## src/rtl/sprite_fetch_arbiter.sv

```systemverilog
// Round-robin arbiter sharing one single-port sprite ROM among the mario, brick and bg fetchers.
// A tag pipeline steers each ROM return to its slot and flags words that match the transparency key.
module sprite_fetch_arbiter #(
  parameter int unsigned       ADDR_W    = 19,
  parameter int unsigned       DATA_W    = 24,
  parameter int unsigned       ROM_LAT   = 2,
  parameter logic [DATA_W-1:0] KEY_COLOR = DATA_W'(24'hFE06FF)
) (
  input  logic                  Clk,
  input  logic                  Reset,
  input  logic                  line_start,
  input  logic [2:0]            req,
  input  logic [3*ADDR_W-1:0]   addr,
  output logic [2:0]            ack,
  output logic                  rom_rd,
  output logic [ADDR_W-1:0]     rom_addr,
  input  logic [DATA_W-1:0]     rom_q,
  output logic [2:0]            valid,
  output logic [3*DATA_W-1:0]   rgb,
  output logic [2:0]            key
);

  localparam int unsigned NSLOT = 3;

  typedef struct packed {
    logic       live;
    logic [1:0] slot;
  } tag_t;

  logic [1:0]        ptr;
  logic [1:0]        ptr_cur;
  logic [1:0]        ptr_next;
  logic [1:0]        scan;
  logic [1:0]        grant_slot;
  logic              grant_any;
  logic [NSLOT-1:0]  elig;
  logic [NSLOT-1:0]  grant_oh;
  logic [NSLOT-1:0]  ret_oh;
  logic [ADDR_W-1:0] grant_addr;
  tag_t [ROM_LAT:0]  tag;
  tag_t              tag_out;

  function automatic logic [1:0] inc_mod3(input logic [1:0] p);
    return (p >= 2'd2) ? 2'd0 : p + 2'd1;
  endfunction

  // Winner search: first eligible slot from ptr; a slot acked this cycle is masked.
  always_comb begin
    ptr_cur    = (ptr == 2'd3) ? 2'd0 : ptr;
    elig       = req & ~ack;
    grant_any  = 1'b0;
    grant_slot = 2'd0;
    scan       = ptr_cur;
    for (int unsigned k = 0; k < NSLOT; k++) begin
      if (!grant_any && elig[scan]) begin
        grant_any  = 1'b1;
        grant_slot = scan;
      end
      scan = inc_mod3(scan);
    end
  end

  always_comb begin
    grant_oh   = '0;
    grant_addr = '0;
    for (int unsigned s = 0; s < NSLOT; s++) begin
      if (grant_any && grant_slot == 2'(s)) begin
        grant_oh[s] = 1'b1;
        grant_addr  = addr[s*ADDR_W +: ADDR_W];
      end
    end
  end

  // line_start restarts the rotation at mario, overriding the post-grant advance.
  always_comb begin
    ptr_next = ptr_cur;
    if (grant_any) begin
      ptr_next = inc_mod3(grant_slot);
    end
    if (line_start) begin
      ptr_next = 2'd0;
    end
  end

  always_comb begin
    tag_out = tag[ROM_LAT];
    ret_oh  = '0;
    for (int unsigned s = 0; s < NSLOT; s++) begin
      if (tag_out.live && tag_out.slot == 2'(s)) begin
        ret_oh[s] = 1'b1;
      end
    end
  end

  always_ff @(posedge Clk) begin
    if (!Reset) begin
      ack      <= '0;
      rom_rd   <= 1'b0;
      rom_addr <= '0;
      ptr      <= 2'd0;
      tag      <= '0;
      valid    <= '0;
      rgb      <= '0;
      key      <= '0;
    end else begin
      ack    <= grant_oh;
      rom_rd <= grant_any;
      ptr    <= ptr_next;
      if (grant_any) begin
        rom_addr <= grant_addr;
      end
      // tag[0] pairs with rom_rd; tag[ROM_LAT] marks the cycle rom_q holds that read's word
      tag   <= {tag[ROM_LAT-1:0], tag_t'{live: grant_any, slot: grant_slot}};
      valid <= ret_oh;
      for (int unsigned s = 0; s < NSLOT; s++) begin
        if (ret_oh[s]) begin
          rgb[s*DATA_W +: DATA_W] <= rom_q;
          key[s]                  <= (rom_q == KEY_COLOR);
        end
      end
    end
  end

endmodule

```

## config.mk

```make
export PLATFORM = sky130hd
export DESIGN_NAME = sprite_fetch_arbiter
export DESIGN_NICKNAME = d
export VERILOG_FILES = /design/src/rtl/sprite_fetch_arbiter.sv
export SDC_FILE = /design/constraint.sdc
export NUM_CORES = 1
export LEC_CHECK = 0
export BUFFER_PORTS_ARGS = -buffer_cell sky130_fd_sc_hd__buf_2
export CORE_ASPECT_RATIO = 0.7
export CORE_MARGIN = 1
export CORE_UTILIZATION = 43
export DETAILED_ROUTE_END_ITERATION = 10
export MAX_ROUTING_LAYER = met4
export PLACE_DENSITY = 0.78
export REMOVE_ABC_BUFFERS = 1
export SLEW_MARGIN = 30
export SYNTH_ARGS = -nofsm -noshare
export SYNTH_HDL_FRONTEND = slang
export SYNTH_SLANG_ARGS = --single-unit
```

## constraint.sdc

```tcl
create_clock -name Clk -period 2.14 [get_ports Clk]
set_input_delay 0.428 -clock Clk [delete_from_list [all_inputs] [get_ports Clk]]
set_output_delay 0.428 -clock Clk [all_outputs]
set_load 0.005 [all_outputs]
```

==> results.md <==
- The flow ran to the end, but the final reports show violations.
- The final reports fail on DRC.
- The number of different library cells in the post-synthesis netlist is 49.
- Setup slack on the worst reg-to-reg path comes out at 0.03 ns.
- The layout net count is 834.
- The maximum number of pins on one net before global-route repair is 81.
- The total half-perimeter wirelength after legalization and detailed placement is 9764 um.
- The category of the worst setup path capture point is a flip-flop.
- The number of sinks on the clock net is 111.
- The clock insertion delay at the later pin of the skew report is 0.35 ns.
- The first global-routing pass estimated 22380 um of wire.
- The leakage power is 2.726 nW.
- The worst-case clock skew is 0.007307 ns.
- The clock tree root buffer cell is sky130_fd_sc_hd__clkbuf_16.
- Setup repair after global routing could not meet its margin everywhere.
- 188 I/O pins were placed.
- The element type at the critical path start is a flip-flop.
- Excluding fillers, the count of instances in the completed layout stands at 881.
- The global routing usage summed across all routing layers is 26.16%.
- The sequential share of the synthesized area is 48.37%.
- The clock edge transition at the registers on the reported setup and hold paths is 0.08 ns.
- The worst setup path is of the flip-flop to flip-flop kind.
- The maximum root-to-sink buffer count is 2.
- The worst path meets setup with 0.02877 ns of slack.
- The cell area after synthesis is 4594 um2.
- The dominant register cell in the synthesized netlist is sky130_fd_sc_hd__dfxtp_1.
- The total core area is 10360 um2.
- The critical path ends at rom_addr[5]$_SDFFE_PN0P_.
- The die boundary height is 88.48 um.
- After the first detailed-routing iteration, the DRC count stood at 343.
- In this run the remaining antenna-violating nets after routing total 0.
- The global placement routability congestion is 0.8544.
- The post-route minimum period is 2.111 ns.
- Data on the critical path is required at its endpoint by 2.37 ns.
- The average cell area after synthesis is 8.278 um2.
- The count of endpoints failing hold in the final timing report is 0.
- Summing over every cut layer, the via total after detailed routing is 4857.
- Hold repair after CTS inserted 0 buffers.
- The number of placed instances with taps included is 858.
- The number of antenna diodes in the final layout is 0.
- The number of search-and-repair iterations in the first detailed-routing pass is 8.
- Once the floorplan was initialized, standard cells occupied 44.36% of the core.
- The most common cell after layout, fill and taps aside is sky130_fd_sc_hd__buf_2.
- After detailed routing, the average wire length per cell comes to 16.83 um.
- The number of enable-type register cells in the synthesized netlist is 0.
- Power spread over the standard cell area amounts to 838.9 nW/um2.
- The cell area after placement is 5842 um2.
- In the layout the commonest cells are sky130_fd_sc_hd__buf_2, sky130_fd_sc_hd__nand2_1, sky130_fd_sc_hd__dfxtp_1, sky130_fd_sc_hd__a21oi_1, sky130_fd_sc_hd__nor2_1.
- Of the cells placed in the final design, the portion with a size suffix greater than 1 is 37.92%.
- The H-tree was split into 3 levels.
- The number of buffers added on ports is 187.
- The fraction of synthesis flops using an asynchronous set or reset pin is 0%.
- At the pin with the least slew margin, the transition time is 0.5936 ns.
- The number of global-route vias before repair was 4491.
- The sum of negative setup slack is 0 ns.
- Measured in cells, the most critical reg-to-reg path has a length of 10.
- The max-cap violation count is 0.
- The routed wire length is 14830 um.
- For this run, design rule violations remaining after detail routing come to 4.
- The Yosys warning count is 0.
- In this run the worst setup path begins at ptr[0]$_SDFF_PP0_.
- After detailed routing, the number of vias per cell comes to 5.513.
- The signal arrival time at the worst endpoint is 2.34 ns.
- The fmax is 473.7 MHz.
- The floorplan step defined a die boundary enclosing 11110 um2.
- The worst path uses 98.66% of the clock period.
- The worst ir drop on vdd is 0.0004385 V.
- Of all nets on the critical path, the largest fanout is 18.
- The cell count after synthesis came out at 555.
- Setup violations remaining at the end of the flow were counted as 0.
- The site row count is 31.
- The total non-filler cell area in the finished layout is 6332 um2.
- The tightest min-delay check is of the input port to flip-flop type.
- The startpoint identified for the worst hold timing path is rom_q[11].
- The number of pins exceeding their max-slew limit in the final report is 0.
- The worst slack at placement is -0.2014 ns.
- The die is 125.5 um wide.
- The initial antenna violation count is 0.
- The worst slew margin relative to its limit is 60.43%.
- The area added between synthesis and finish is 37.83%.
- The residual overflow from global routing is 0.
- In this run the critical register-to-register path is captured at rom_addr[5]$_SDFFE_PN0P_.
- Synthesis inferred 111 register bits.
- The CTS tree is done.
- The beginning of the worst register-to-register path is ptr[0]$_SDFF_PP0_.
- Buffers inserted during clock tree synthesis total 9.
metal layers:
| layer | wire [um] | GRT usage (%) | up-vias |
|---|---|---|---|
| met5 | 0 | - | - |
| met1 | 6561 | 32.97 | 2337 |
| met3 | 886 | 5.562 | 26 |
| li1 | - | - | 2306 |
| met4 | 253 | 9.867 | 0 |
| met2 | 7125 | 41.62 | 188 |
per-stage QoR:
| step | util [%] | power (mW) | hold WS, ns |
|---|---|---|---|
| CTS | 60.05 | 5.240 | 0.3288 |
| floorplan | - | 2.901 | 0.4118 |
| global route | 61.15 | 5.540 | 0.3354 |
| detailed placement | 56.41 | 3.492 | 0.4183 |
| finish | 61.15 | 5.312 | 0.3426 |
| global placement | 56.41 | 3.460 | 0.4189 |
report_power, final:
| part | internal, mW | switching (mW) |
|---|---|---|
| logic | 0.651 | 0.687 |
| clock network | 0.833 | 0.864 |
| registers | 2.20 | 0.0757 |
| total | 3.69 | 1.63 |
cell usage after synthesis, types with 2 or more instances:
| cell type | n | share of area (%) |
|---|---|---|
| sky130_fd_sc_hd__nand2_1 | 152 | 12 |
| sky130_fd_sc_hd__nor3b_1 | 3 | 0.49 |
| sky130_fd_sc_hd__a22oi_1 | 2 | 0.33 |
| sky130_fd_sc_hd__a31oi_1 | 3 | 0.41 |
| sky130_fd_sc_hd__a2bb2oi_1 | 2 | 0.38 |
| sky130_fd_sc_hd__and3b_1 | 2 | 0.38 |
| sky130_fd_sc_hd__nor2b_1 | 4 | 0.54 |
| sky130_fd_sc_hd__and2_1 | 6 | 0.82 |
| sky130_fd_sc_hd__inv_1 | 23 | 1.9 |
| sky130_fd_sc_hd__a21oi_1 | 78 | 8.5 |
| sky130_fd_sc_hd__a221oi_1 | 17 | 3.2 |
| sky130_fd_sc_hd__o221a_1 | 4 | 0.98 |
| sky130_fd_sc_hd__nand4b_1 | 3 | 0.57 |
| sky130_fd_sc_hd__a21o_1 | 2 | 0.33 |
| sky130_fd_sc_hd__ha_1 | 3 | 0.82 |
| sky130_fd_sc_hd__buf_4 | 2 | 0.33 |
| sky130_fd_sc_hd__o32ai_1 | 17 | 3.2 |
| sky130_fd_sc_hd__clkbuf_1 | 31 | 2.5 |
| sky130_fd_sc_hd__buf_2 | 6 | 0.65 |
| sky130_fd_sc_hd__nand3b_1 | 3 | 0.49 |
| sky130_fd_sc_hd__o21ai_0 | 3 | 0.33 |
| sky130_fd_sc_hd__nand2b_1 | 7 | 0.95 |
| sky130_fd_sc_hd__o221a_2 | 13 | 3.2 |
| sky130_fd_sc_hd__nor2_1 | 27 | 2.2 |
| sky130_fd_sc_hd__nand3_1 | 5 | 0.54 |
| sky130_fd_sc_hd__buf_6 | 3 | 0.74 |
| sky130_fd_sc_hd__dfxtp_1 | 111 | 48 |
| sky130_fd_sc_hd__nand4_1 | 2 | 0.27 |
kinds of logic after synthesis:
group | after synthesis | share of synthesized area, %
adders and majority gates | 3 | 0.8171
buffers and inverters | 67 | 6.290
and+or+nand+nor | 222 | 20.92
DFF | 111 | 48.37
AOI/OAI and AO/OA | 152 | 23.61
how the worst min path moves through the flow:
stage	to	cells past startpoint
2_1_floorplan	tag[3]$_SDFF_PN0_	1
3_3_place_gp	tag[4]$_SDFF_PN0_	1
3_5_place_dp	tag[8]$_SDFF_PN0_	1
4_1_cts	rgb[59]$_SDFFE_PN0P_	3
5_1_grt	rgb[5]$_SDFFE_PN0P_	3
6_report	rgb[59]$_SDFFE_PN0P_	3
worst max-delay path, cell delays in order (launching register included):
cell	delay [ns]
sky130_fd_sc_hd__dfxtp_2	0.35
sky130_fd_sc_hd__inv_1	0.07
sky130_fd_sc_hd__ha_4	0.29
sky130_fd_sc_hd__buf_4	0.12
sky130_fd_sc_hd__nor2b_2	0.04
sky130_fd_sc_hd__a2bb2oi_2	0.12
sky130_fd_sc_hd__buf_4	0.17
sky130_fd_sc_hd__buf_12	0.15
sky130_fd_sc_hd__o221a_4	0.25
sky130_fd_sc_hd__a221oi_2	0.29
sky130_fd_sc_hd__o32ai_2	0.13
flip-flops by register name, indices dropped and copies added, names as in the netlist:
register  flops
rgb          72
valid         3
ptr           2
key           3
rom_addr     19
tag           9
ack           3
layout make-up:
cell class / instances / area [um2]
Fill cell: 899 / 4024
Multi-Input combinational cell: 379 / 2231
Sequential cell: 111 / 2225
Timing Repair Buffer: 219 / 1319
Clock buffer: 9 / 225.2
Tap cell: 132 / 165.2
Inverter: 24 / 90.09
Clock inverter: 7 / 77.57
what timing repair did:
| item | 4_1_cts | 5_1_grt |
|---|---|---|
| setup endpoints to repair | 23 | 22 |
| gates cloned | 0 | 3 |
| setup buffers | 3 | 2 |
| pin swaps | 4 | 5 |
| gates resized for setup | 15 | 15 |
Note: power is estimated with default switching activity, not from simulation.
